==> config.mk <==
export PLATFORM = sky130hd
export DESIGN_NAME = approx_adder_error_monitor
export DESIGN_NICKNAME = d
export VERILOG_FILES = /design/src/rtl/approx_adder_error_monitor.sv
export SDC_FILE = /design/constraint.sdc
export NUM_CORES = 1
export LEC_CHECK = 0
export ABC_CLOCK_PERIOD_IN_PS = 8640
export CAP_MARGIN = 20
export CORE_UTILIZATION = 30
export CTS_CLUSTER_DIAMETER = 40
export CTS_CLUSTER_SIZE = 8
export DETAILED_ROUTE_END_ITERATION = 10
export DONT_BUFFER_PORTS = 1
export PLACE_DENSITY_LB_ADDON = 0.25
export SYNTH_ARGS = -nofsm -noshare
export SYNTH_HDL_FRONTEND = slang
export SYNTH_SLANG_ARGS = --single-unit
export TNS_END_PERCENT = 30
==> constraint.sdc <==
create_clock -name clk -period 8.64 [get_ports clk]
set_clock_uncertainty 0.2 [all_clocks]
set_input_delay 2.16 -clock clk [delete_from_list [all_inputs] [get_ports clk]]
set_output_delay 2.16 -clock clk [all_outputs]
set_load 0.03 [all_outputs]
==> src/rtl/approx_adder_error_monitor.sv <==
// Error-metric monitor for an approximate adder under test: sweeps every operand
// pair, aligns returning sums with a valid-tagged delay line and accumulates error stats.
module approx_adder_error_monitor #(
    parameter int W   = 8,
    parameter int LAT = 0
) (
    input  logic             clk,
    input  logic             rst_n,
    input  logic             start,
    output logic [W-1:0]     op_a,
    output logic [W-1:0]     op_b,
    input  logic [W:0]       aut_sum,
    output logic             busy,
    output logic             done,
    output logic [2*W:0]     err_count,
    output logic [3*W:0]     sum_abs_err,
    output logic [W:0]       max_abs_err,
    output logic [W-1:0]     worst_a,
    output logic [W-1:0]     worst_b
);

    typedef enum logic [1:0] {S_IDLE, S_SWEEP, S_DRAIN, S_DONE} state_t;

    localparam int            DW         = (LAT > 1) ? $clog2(LAT) : 1;
    localparam logic [DW-1:0] DRAIN_INIT = (LAT > 0) ? DW'(LAT - 1) : '0;

    state_t          r_state;
    state_t          w_state_nxt;
    logic            w_start_acc;

    logic [W-1:0]    r_op_a;
    logic [W-1:0]    r_op_b;
    logic            r_op_vld;
    logic            w_last;
    logic [DW-1:0]   r_drain_cnt;

    logic            w_tap_vld;
    logic [W-1:0]    w_tap_a;
    logic [W-1:0]    w_tap_b;

    logic [W:0]      w_exact;
    logic [W+1:0]    w_diff;
    logic [W:0]      w_ae;

    logic [2*W:0]    r_err_count;
    logic [3*W:0]    r_sum_abs_err;
    logic [W:0]      r_max_abs_err;
    logic [W-1:0]    r_worst_a;
    logic [W-1:0]    r_worst_b;

    // The final vector of the sweep; the first SWEEP cycle (r_op_vld low) is a settle cycle.
    assign w_last = r_op_vld && (&r_op_a) && (&r_op_b);

    // NOTE: sequential state uses non-blocking (<=) so every register samples pre-edge values.
    always_ff @(posedge clk or negedge rst_n) begin
        if (!rst_n) begin
            r_state <= S_IDLE;
        end else begin
            r_state <= w_state_nxt;
        end
    end

    // NOTE: every always_comb output gets a default first so no path infers a latch.
    always_comb begin
        w_state_nxt = r_state;
        w_start_acc = 1'b0;
        busy        = 1'b0;
        done        = 1'b0;
        case (r_state)
            S_IDLE: begin
                if (start) begin
                    w_start_acc = 1'b1;
                    w_state_nxt = S_SWEEP;
                end
            end
            S_SWEEP: begin
                busy = 1'b1;
                if (w_last) begin
                    w_state_nxt = (LAT == 0) ? S_DONE : S_DRAIN;
                end
            end
            S_DRAIN: begin
                busy = 1'b1;
                if (r_drain_cnt == '0) begin
                    w_state_nxt = S_DONE;
                end
            end
            S_DONE: begin
                done        = 1'b1;
                w_state_nxt = S_IDLE;
            end
            default: w_state_nxt = S_IDLE;
        endcase
    end

    // Operand sweep: op_b inner, op_a outer; operands hold once the sweep ends.
    always_ff @(posedge clk or negedge rst_n) begin
        if (!rst_n) begin
            r_op_a      <= '0;
            r_op_b      <= '0;
            r_op_vld    <= 1'b0;
            r_drain_cnt <= '0;
        end else begin
            if (w_start_acc) begin
                r_op_a   <= '0;
                r_op_b   <= '0;
                r_op_vld <= 1'b0;
            end else if (r_state == S_SWEEP) begin
                if (!r_op_vld) begin
                    r_op_vld <= 1'b1;
                end else if (w_last) begin
                    r_op_vld <= 1'b0;
                end else begin
                    {r_op_a, r_op_b} <= {r_op_a, r_op_b} + (2*W)'(1);
                end
            end

            if (r_state == S_SWEEP && w_last) begin
                r_drain_cnt <= DRAIN_INIT;
            end else if (r_state == S_DRAIN && r_drain_cnt != '0) begin
                r_drain_cnt <= r_drain_cnt - DW'(1);
            end
        end
    end

    generate
        if (LAT == 0) begin : g_no_delay
            assign w_tap_vld = r_op_vld;
            assign w_tap_a   = r_op_a;
            assign w_tap_b   = r_op_b;
        end else begin : g_delay
            logic [LAT-1:0] r_dl_vld;
            logic [W-1:0]   r_dl_a [LAT];
            logic [W-1:0]   r_dl_b [LAT];

            // NOTE: this small delay line is reset so stale tags never get scored after reset.
            always_ff @(posedge clk or negedge rst_n) begin
                if (!rst_n) begin
                    for (int i = 0; i < LAT; i++) begin
                        r_dl_vld[i] <= 1'b0;
                        r_dl_a[i]   <= '0;
                        r_dl_b[i]   <= '0;
                    end
                end else begin
                    r_dl_vld[0] <= r_op_vld;
                    r_dl_a[0]   <= r_op_a;
                    r_dl_b[0]   <= r_op_b;
                    for (int i = 1; i < LAT; i++) begin
                        r_dl_vld[i] <= r_dl_vld[i-1];
                        r_dl_a[i]   <= r_dl_a[i-1];
                        r_dl_b[i]   <= r_dl_b[i-1];
                    end
                end
            end

            assign w_tap_vld = r_dl_vld[LAT-1];
            assign w_tap_a   = r_dl_a[LAT-1];
            assign w_tap_b   = r_dl_b[LAT-1];
        end
    endgenerate

    // Absolute error from a W+2-bit signed difference; magnitude always fits W+1 bits.
    assign w_exact = {1'b0, w_tap_a} + {1'b0, w_tap_b};
    assign w_diff  = {1'b0, aut_sum} - {1'b0, w_exact};
    assign w_ae    = w_diff[W+1] ? (W+1)'(-w_diff) : w_diff[W:0];

    always_ff @(posedge clk or negedge rst_n) begin
        if (!rst_n) begin
            r_err_count   <= '0;
            r_sum_abs_err <= '0;
            r_max_abs_err <= '0;
            r_worst_a     <= '0;
            r_worst_b     <= '0;
        end else if (w_start_acc) begin
            r_err_count   <= '0;
            r_sum_abs_err <= '0;
            r_max_abs_err <= '0;
            r_worst_a     <= '0;
            r_worst_b     <= '0;
        end else if (w_tap_vld) begin
            r_err_count   <= r_err_count + {{(2*W){1'b0}}, (w_ae != '0)};
            r_sum_abs_err <= r_sum_abs_err + {{(2*W){1'b0}}, w_ae};
            if (w_ae > r_max_abs_err) begin
                r_max_abs_err <= w_ae;
                r_worst_a     <= w_tap_a;
                r_worst_b     <= w_tap_b;
            end
        end
    end

    assign op_a        = r_op_a;
    assign op_b        = r_op_b;
    assign err_count   = r_err_count;
    assign sum_abs_err = r_sum_abs_err;
    assign max_abs_err = r_max_abs_err;
    assign worst_a     = r_worst_a;
    assign worst_b     = r_worst_b;

endmodule

---- Word level (Yosys, flattened, before mapping) ----
Index checks and enable logic that the tools add are counted.
word-level totals
  register bits ........................... 87
  input bits .............................. 12
operators by class
  add/subtract/negate cells ............... 7
  order comparisons ....................... 1
  eq/ne operators ......................... 7
  reduce and logical (&&, ||, !) cells .... 16
  mux-type cells .......................... 36
operators by type and width
  operator               count
  $mux 8                 14
  $mux 25                2
  $mux 9                 4
  $mux 17                2
  $add 25x9->25          1
  $add 17x1->17          1
  $add 16x1->16 const B  1
  $reduce_and 8->1       2
  $mux 1                 10
  $sub 9x9->10           1
  $add 8x8->9            1
  $gt 9x9->1             1
  $neg 9->9              1
  $reduce_bool 9->1      1
  $ne 2x2->1 const B     4
  $pmux 2 s4             1
  $reduce_bool 2->1      4
  $mux 2                 3
  $reduce_and 3->1       2
  $eq 2x2->1 const B     2
  $logic_and 1x1->1      4
  $eq 2x1->1 const B     1
  $logic_not 2->1        1
  $reduce_and 2->1       1
  2 further kinds        2

---- Logic depth before layout (Yosys ltp) ----
Gate-level depths: netlist of the first run.
  depth in word-level cells ............... 8
  gate-level depth with buffers ........... 23
  mapped depth without buffers ............ 19

---- Worst setup path after synthesis of the first run ----
OpenSTA, ideal clock, no wires.
  path type ............................... input-to-reg
  start point ............................. input port aut_sum[3]
  end point ............................... register r_worst_a[1], in the netlist worst_a[1]
  required time ........................... 8.308 ns
  setup time .............................. 0.132 ns
  arrival ................................. 6.083 ns
  stages .................................. 19
  path buffers ............................ 2
  setup slack ............................. 2.225 ns
  cell sequence ........................... fa_1 > ha_1 > or2_4 > or3_1 > a211o_1 > a211oi_2 > a21oi_1 > xor2_1 > inv_1 > ha_1 > a21o_1 > a21o_1 > a21oi_1 > a21o_1 > a31oi_1 > buf_2 > buf_2 > mux2i_1 > nor2_1
on the way
  longest elaborated chain between the ends .. 6
RTL lines
  element                                 line  source
  from (decl)                             12    input logic [W:0] aut_sum,
  $sub 9x9->10 (*)                        164   assign w_diff = {1'b0, aut_sum} - {1'b0, w_exact};
  $neg 9->9                               165   assign w_ae = w_diff[W+1] ? (W+1)'(-w_diff) : w_diff[W:0];
  $mux 9 (*)                              165
  $gt 9x9->1 (*)                          183   if (w_ae > r_max_abs_err) begin
  $reduce_bool 2->1 (no source line) (*)  -
  $reduce_and 2->1 (no source line) (*)   -
  to (signal assigned)                    185   r_worst_a <= w_tap_a;
  to (decl)                               48    logic [W-1:0] r_worst_a;
Mark *: on every way between the ends. The rest lies on a longest branch, timed or not.
A chain may end at the register's enable or synchronous reset.

---- Worst setup path after layout of the first run ----
  start point ............................. input port aut_sum[3]
  end point ............................... register r_worst_a[4], in the netlist worst_a[4]
The elaborated chain is that of the path after synthesis.

==> results of run 1 <==
## sequential cells by signal (all words and copies together) (netlist names)
signal	cells
err_count	17
op_a	8
worst_b	8
r_drain_cnt	1
worst_a	8
sum_abs_err	25
r_state	2
op_b	8
r_op_vld	1
max_abs_err	9
## kinds of logic (layout without fill, tap and decap cells)
family	after synthesis	count (layout)	synth area share (%)
flops	87	87	39.2
fa+ha+maj	47	47	11.8
mux	33	33	5.99
simple gates	206	206	17.8
buf+inv	65	63	4.48
xor+xnor	50	50	7.88
compound gates	107	107	12.9
## synthesized netlist by cell type (2+ instances only)
cell / instances / area, um^2
nor4_1: 3 / 18.8
a21boi_0: 2 / 15.0
mux2_2: 2 / 22.5
inv_1: 44 / 165
ha_1: 38 / 475
clkbuf_1: 14 / 52.6
a211o_1: 2 / 17.5
o22ai_1: 2 / 12.5
o311a_1: 4 / 40.0
fa_1: 9 / 180
nor2b_1: 6 / 37.5
a211oi_1: 6 / 45.0
o21a_1: 8 / 60.1
o21ai_0: 27 / 135
a2111o_1: 5 / 56.3
a21o_1: 5 / 37.5
mux2i_1: 31 / 310
nor3_1: 5 / 25.0
nand3_1: 11 / 55.1
a21oi_1: 29 / 145
and4_1: 2 / 17.5
buf_1: 3 / 11.3
and3_1: 17 / 106
or3_1: 9 / 56.3
and2_1: 4 / 25.0
buf_2: 4 / 20.0
nand4_1: 10 / 62.6
xor2_1: 23 / 201
nand2_1: 44 / 165
nand2b_1: 8 / 50.1
xnor2_1: 27 / 236
nor2_1: 78 / 293
dfrtp_1: 87 / 2180
a31oi_1: 2 / 12.5
a221oi_1: 2 / 17.5
o211ai_1: 4 / 30.0
## worst max path at each step
stage,start,end,cells after the start,slack [ns]
finish,aut_sum[3],worst_a[4],17,1.89
floorplan,aut_sum[3],worst_a[1],19,2.23
CTS,aut_sum[3],worst_a[4],17,1.90
global placement,aut_sum[3],worst_b[2],17,1.69
detailed placement,aut_sum[3],worst_a[4],17,1.52
global route,aut_sum[3],max_abs_err[8],17,1.54
## area by class of cell
type                    count  area, um^2
clock inverters             6        92.6
fillers                  1817       12000
inverters                  44         165
multi-input cells         443        3150
flip-flops and latches     87        2180
repair buffers              3        22.5
well taps                 229         287
clock buffers              10         239
## metrics by stage
| step | cell area [um^2] | setup slack (ns) | hold slack, ns | util (%) | instances |
|---|---|---|---|---|---|
| floorplan | 5560 | 2.23 | 0.319 | - | 595 |
| global placement | 5800 | 1.69 | 0.331 | 32.1 | 806 |
| detailed placement | 5800 | 1.52 | 0.335 | 32.1 | 806 |
| CTS | 6130 | 1.90 | 0.345 | 33.9 | 822 |
| global route | 6130 | 1.54 | 0.377 | 33.9 | 822 |
| finish | 6130 | 1.89 | 0.342 | 33.9 | 822 |
## worst reg2reg max path, stage by stage, from the launching register on
cell and delay [ns]:
dfrtp_1 0.62, inv_1 0.22, fa_1 0.52, ha_1 0.26
or2_4 0.29, or3_1 0.35, a211o_1 0.28, a211oi_2 0.33
a21oi_1 0.13, xor2_1 0.25, inv_1 0.12, ha_1 0.31
a21o_1 0.12, a21o_1 0.11, a21oi_1 0.12, a21o_1 0.28
a31oi_4 0.84, mux2i_1 0.30, nor2_1 0.06
## metal layers
layer  vias up  routed length [um]  GRT usage (%)
li1       2042                   -              -
met1      2037                6090           18.7
met2        90                6460           24.3
met3        15                 911           5.09
met4         0                 190           4.55
met5         -                   0              0
==> out/results.txt, run 1 <==
Post-synth EDFFs: 0
Ant diodes: 0
Worst-Skew Late Latency: 0.35 ns
Setup repair bufs after CTS: 0
WP buf/inv: 1
Startpoint Class: input pin
Syn-to-layout area delta: 10.3%
Largest net degree at the start of global routing: 88
Synthesized Nets: 654
Max-cap viol count: 0
RSZ-0062 raised after global routing: false
Slew margin rel.: 30.0%
Vias: 4184
Setup slack, reg-to-reg: 2.79 ns
Setup tns final: 0 ns
# rows: 49
#FFs+latches synth: 87
Number of I/O pins: 97
Final setup violation count: 0
Starting DRT DRC Count: 237
Most used cell along the critical path: a21o_1
Root Driver: clkbuf_16
Crit Path Class: in -> reg
Commonest non-fill, non-tap cells in the layout: 87 x dfrtp_1, 78 x nor2_1, 44 x inv_1, 44 x nand2_1, 38 x ha_1
Most common flop cell mapped by yosys: dfrtp_1
Worst Setup End Kind: flop
Hold buffers post-CTS: 0
CTS Buffer Depth: 2
Count of final hold-check violations: 0
Max Freq: 148 MHz
Synth unique cells: 54
WP data arrival: 6.76 ns
Maximum fanout along the worst path: 27
First-pass GRT wire length: 22.7 mm
DRC: 14
Nets: 647
Sequential fraction of the synthesis area: 39.2%
CTS sink cnt: 87
Wire per inst: 16.6 um
Cell Chain, Critical Path: fa_1, ha_1, or2_4, or3_1, a211o_1, a211oi_2, a21oi_1, xor2_1, inv_1, ha_1, a21o_1, a21o_1, a21oi_1, a21o_1, a31oi_4, mux2i_1, nor2_1
Post-synth ARST share: 100%
Post-route clock period utilization: 78.1%
Reg2Reg Capture Point: worst_a[4]
Required @ worst endpoint: 8.65 ns
Vias in the first global route: 4205
Hold Crit Start: r_drain_cnt
Worst Reg-to-Reg Cells: 18
Die height: 138 um
Crit path largest cell delay: 0.84 ns
Worst R2R Start: op_a[3]
Post-cts gate resize count: 0
Layout cells sized above 1: 4.89%
Synth Warn #: 0
Synth Area per Inst: 9.34 um^2
Type of the worst min-delay path: reg -> reg
Remaining Overflow, GRT: 0
Wirelength, routed: 13.7 mm
First-pass iteration count of the detailed router: 8
Mapped Cells: 595
Slowest-stage cell, CP: a31oi_4
Commonest non-fill, non-tap cell in the layout: dfrtp_1
GRT Total Usage: 15.0%
CTS tree: built
Vias per cell: 5.09
CTS Buf Count: 9
Worst Hold Path EP: r_drain_cnt
Port buffer count: 0
Failing checks: DRC
Die Wd: 138 um
H-tree levels: 3
Gpl congestion: 0.804
Fin crit period: 6.75 ns
Clk slew on worst S/H paths: 0.07 ns
Initial antenna violation count: 0
Core ar.: 18100 um^2
Tightest Pin Transition: 1.05 ns
Slew Viols, Final: 0
Detail Route Antenna Nets: 0
Synth Cell Area: 5560 um^2
Critical path's top delay family: compound AO/OA/AOI/OAI gates
Starting density of the core: 30.7%
Outcome: finished, violations left
Hold Path Stages: 1
Die area: 19100 um^2
Final HPWL DP: 9.98 mm
Power of run 1 is left out: the tool's default activity adds up to more than one toggle a clock period on the data nets, which glitch-free logic cannot reach.
==> run 2: changes to the inputs <==
--- a/config.mk
+++ b/config.mk
@@ -5,7 +5,7 @@
 export SDC_FILE = /design/constraint.sdc
 export NUM_CORES = 1
 export LEC_CHECK = 0
-export ABC_CLOCK_PERIOD_IN_PS = 8640
+export ABC_CLOCK_PERIOD_IN_PS = 7030
 export CAP_MARGIN = 20
 export CORE_UTILIZATION = 30
 export CTS_CLUSTER_DIAMETER = 40
==> constraint.sdc (replaced) <==
create_clock -name clk -period 7.03 [get_ports clk]
set_clock_uncertainty 0.2 [all_clocks]
set_input_delay 1.7575 -clock clk [delete_from_list [all_inputs] [get_ports clk]]
set_output_delay 1.7575 -clock clk [all_outputs]
set_load 0.03 [all_outputs]
==> run 2 against run 1 <==
  * The run still ends with DRC left
  * Hold slack improved by 0.0094 ns
  * Utilization decreased by 0.055 points
  * Sequential share of layout area grew 0.058 points
==> out/results.txt, run 2 (synthesized netlist as in run 1, its figures left out) <==
RSZ-0062 raised after global routing: false
Crit path depth: 17
Startpoint Class: input pin
Type of the worst min-delay path: reg -> reg
WP buf/inv: 1
Cell Chain, Critical Path: fa_1, ha_1, or2_4, or3_1, a211o_1, a211oi_2, a21oi_1, xor2_1, inv_1, ha_1, a21o_1, a21o_1, a21oi_1, a21o_1, a31oi_4, mux2i_1, nor2_1
Placed inst area: 5810 um^2
Multi-input gate area: 3150 um^2
Slew Viols, Final: 0
Die area: 19100 um^2
Nets: 649
Placed Cells: 808
Starting DRT DRC Count: 213
Post-route cell area: 6120 um^2
Slew margin rel.: 30.2%
First-pass GRT wire length: 22.7 mm
Layout cells sized above 1: 5.21%
Fin crit period: 6.32 ns
Port buffer count: 0
Reg2Reg Capture Point: worst_a[3]
WP data arrival: 6.33 ns
CTS tree: built
Max reg flops: 25
Starting density of the core: 30.7%
Worst-Skew Late Latency: 0.35 ns
Cell Count, Final, Fillers Out: 824
Clk slew on worst S/H paths: 0.07 ns
Setup slack, reg-to-reg: 1.20 ns
Initial antenna violation count: 0
Maximum fanout along the worst path: 27
Final setup violation count: 0
Wirelength, routed: 13.7 mm
Die height: 138 um
CTS Buffer Depth: 2
Setup repair bufs after CTS: 0
Crit Path Class: in -> reg
Slowest-stage cell, CP: a31oi_4
Post-cts gate resize count: 0
Worst Reg-to-Reg Cells: 18
Max-cap viol count: 0
FF+latch area: 2180 um^2
Final HPWL DP: 10.1 mm
First-pass iteration count of the detailed router: 7
# fillers: 1810
Ant diodes: 0
Worst Setup SP: aut_sum[3]
Commonest non-fill, non-tap cells in the layout: 87 x dfrtp_1, 78 x nor2_1, 44 x inv_1, 44 x nand2_1, 38 x ha_1
Failing checks: DRC
Setup tns final: 0 ns
Most used cell along the critical path: a21o_1
Crit path largest cell delay: 0.84 ns
Worst R2R Start: op_a[3]
Outcome: finished, violations left
Vias per cell: 5.17
Critical path's top delay family: compound AO/OA/AOI/OAI gates
Core ar.: 18100 um^2
Number of I/O pins: 97
Wire per inst: 16.6 um
DP Worst Slack: 0.358 ns
Die Wd: 138 um
H-tree levels: 3
Vias in the first global route: 4235
Vias: 4261
Count of final hold-check violations: 0
Critical Path Sink: worst_a[3]
GRT Total Usage: 14.9%
Root Driver: clkbuf_16
Post-route clock period utilization: 89.9%
Tightest Pin Transition: 1.05 ns
Detail Route Antenna Nets: 0
CTS Buf Count: 9
Required @ worst endpoint: 7.05 ns
Hold buffers post-CTS: 0
Max Freq: 158 MHz
Remaining Overflow, GRT: 0
Gpl congestion: 0.799
DRC: 13
# rows: 49
Final WS setup: 0.713 ns
Commonest non-fill, non-tap cell in the layout: dfrtp_1
Worst Setup End Kind: flop
Largest net degree at the start of global routing: 88
Syn-to-layout area delta: 10.1%
CTS sink cnt: 87
## run 2: cell count changes in the layout (fill, tap and decap cells not counted)
| cell | previous run | this run |
|---|---|---|
| bufinv_16 | 2 | 1 |
| inv_8 | 0 | 1 |
| clkinvlp_4 | 2 | 3 |
| clkbuf_8 | 1 | 0 |
| buf_4 | 3 | 5 |
## run 2: layout make-up
type | count | share of cell area [%]
Sequential cell | 87 | 35.6
Tap cell | 229 | 4.68
Inverter | 44 | 2.70
Multi-Input combinational cell | 443 | 51.4
Timing Repair Buffer | 5 | 0.613
Clock buffer | 9 | 3.68
Clock inverter | 7 | 1.33
## run 2: how the worst min path moves through the flow
stage / end / depth (start not counted) / from
after floorplan: r_drain_cnt / 1 / r_drain_cnt
after global placement: r_drain_cnt / 1 / r_drain_cnt
after detailed placement: r_drain_cnt / 1 / r_drain_cnt
after CTS: r_drain_cnt / 1 / r_drain_cnt
after global routing: r_drain_cnt / 1 / r_drain_cnt
final: r_drain_cnt / 1 / r_drain_cnt
## run 2: stage by stage
stage / hold slack, ns / util [%]
floorplan: 0.319 / -
global placement: 0.330 / 32.1
detailed placement: 0.340 / 32.1
CTS: 0.350 / 33.8
global route: 0.374 / 33.8
finish: 0.351 / 33.8
## run 2: layer usage
layer	vias up	global-route usage, %	part of all wire [%]
met2	93	24.3	47
met5	-	0	0
met4	0	6.21	1.8
li1	2046	-	-
met1	2104	18.3	45
met3	18	4.61	6.2
## run 2: worst register-to-register path, stage by stage, from the launching register on
cell and delay (ns):
dfrtp_1 0.61, inv_1 0.23, fa_1 0.51, ha_1 0.26, or2_4 0.29, or3_1 0.35
a211o_1 0.29, a211oi_2 0.32, a21oi_1 0.13, xor2_1 0.25, inv_1 0.11, ha_1 0.31
a21o_1 0.11, a21o_1 0.10, a21oi_1 0.12, a21o_1 0.29, a31oi_4 0.84, mux2i_1 0.30
nor2_1 0.06
Power of run 2 is left out for the same reason.
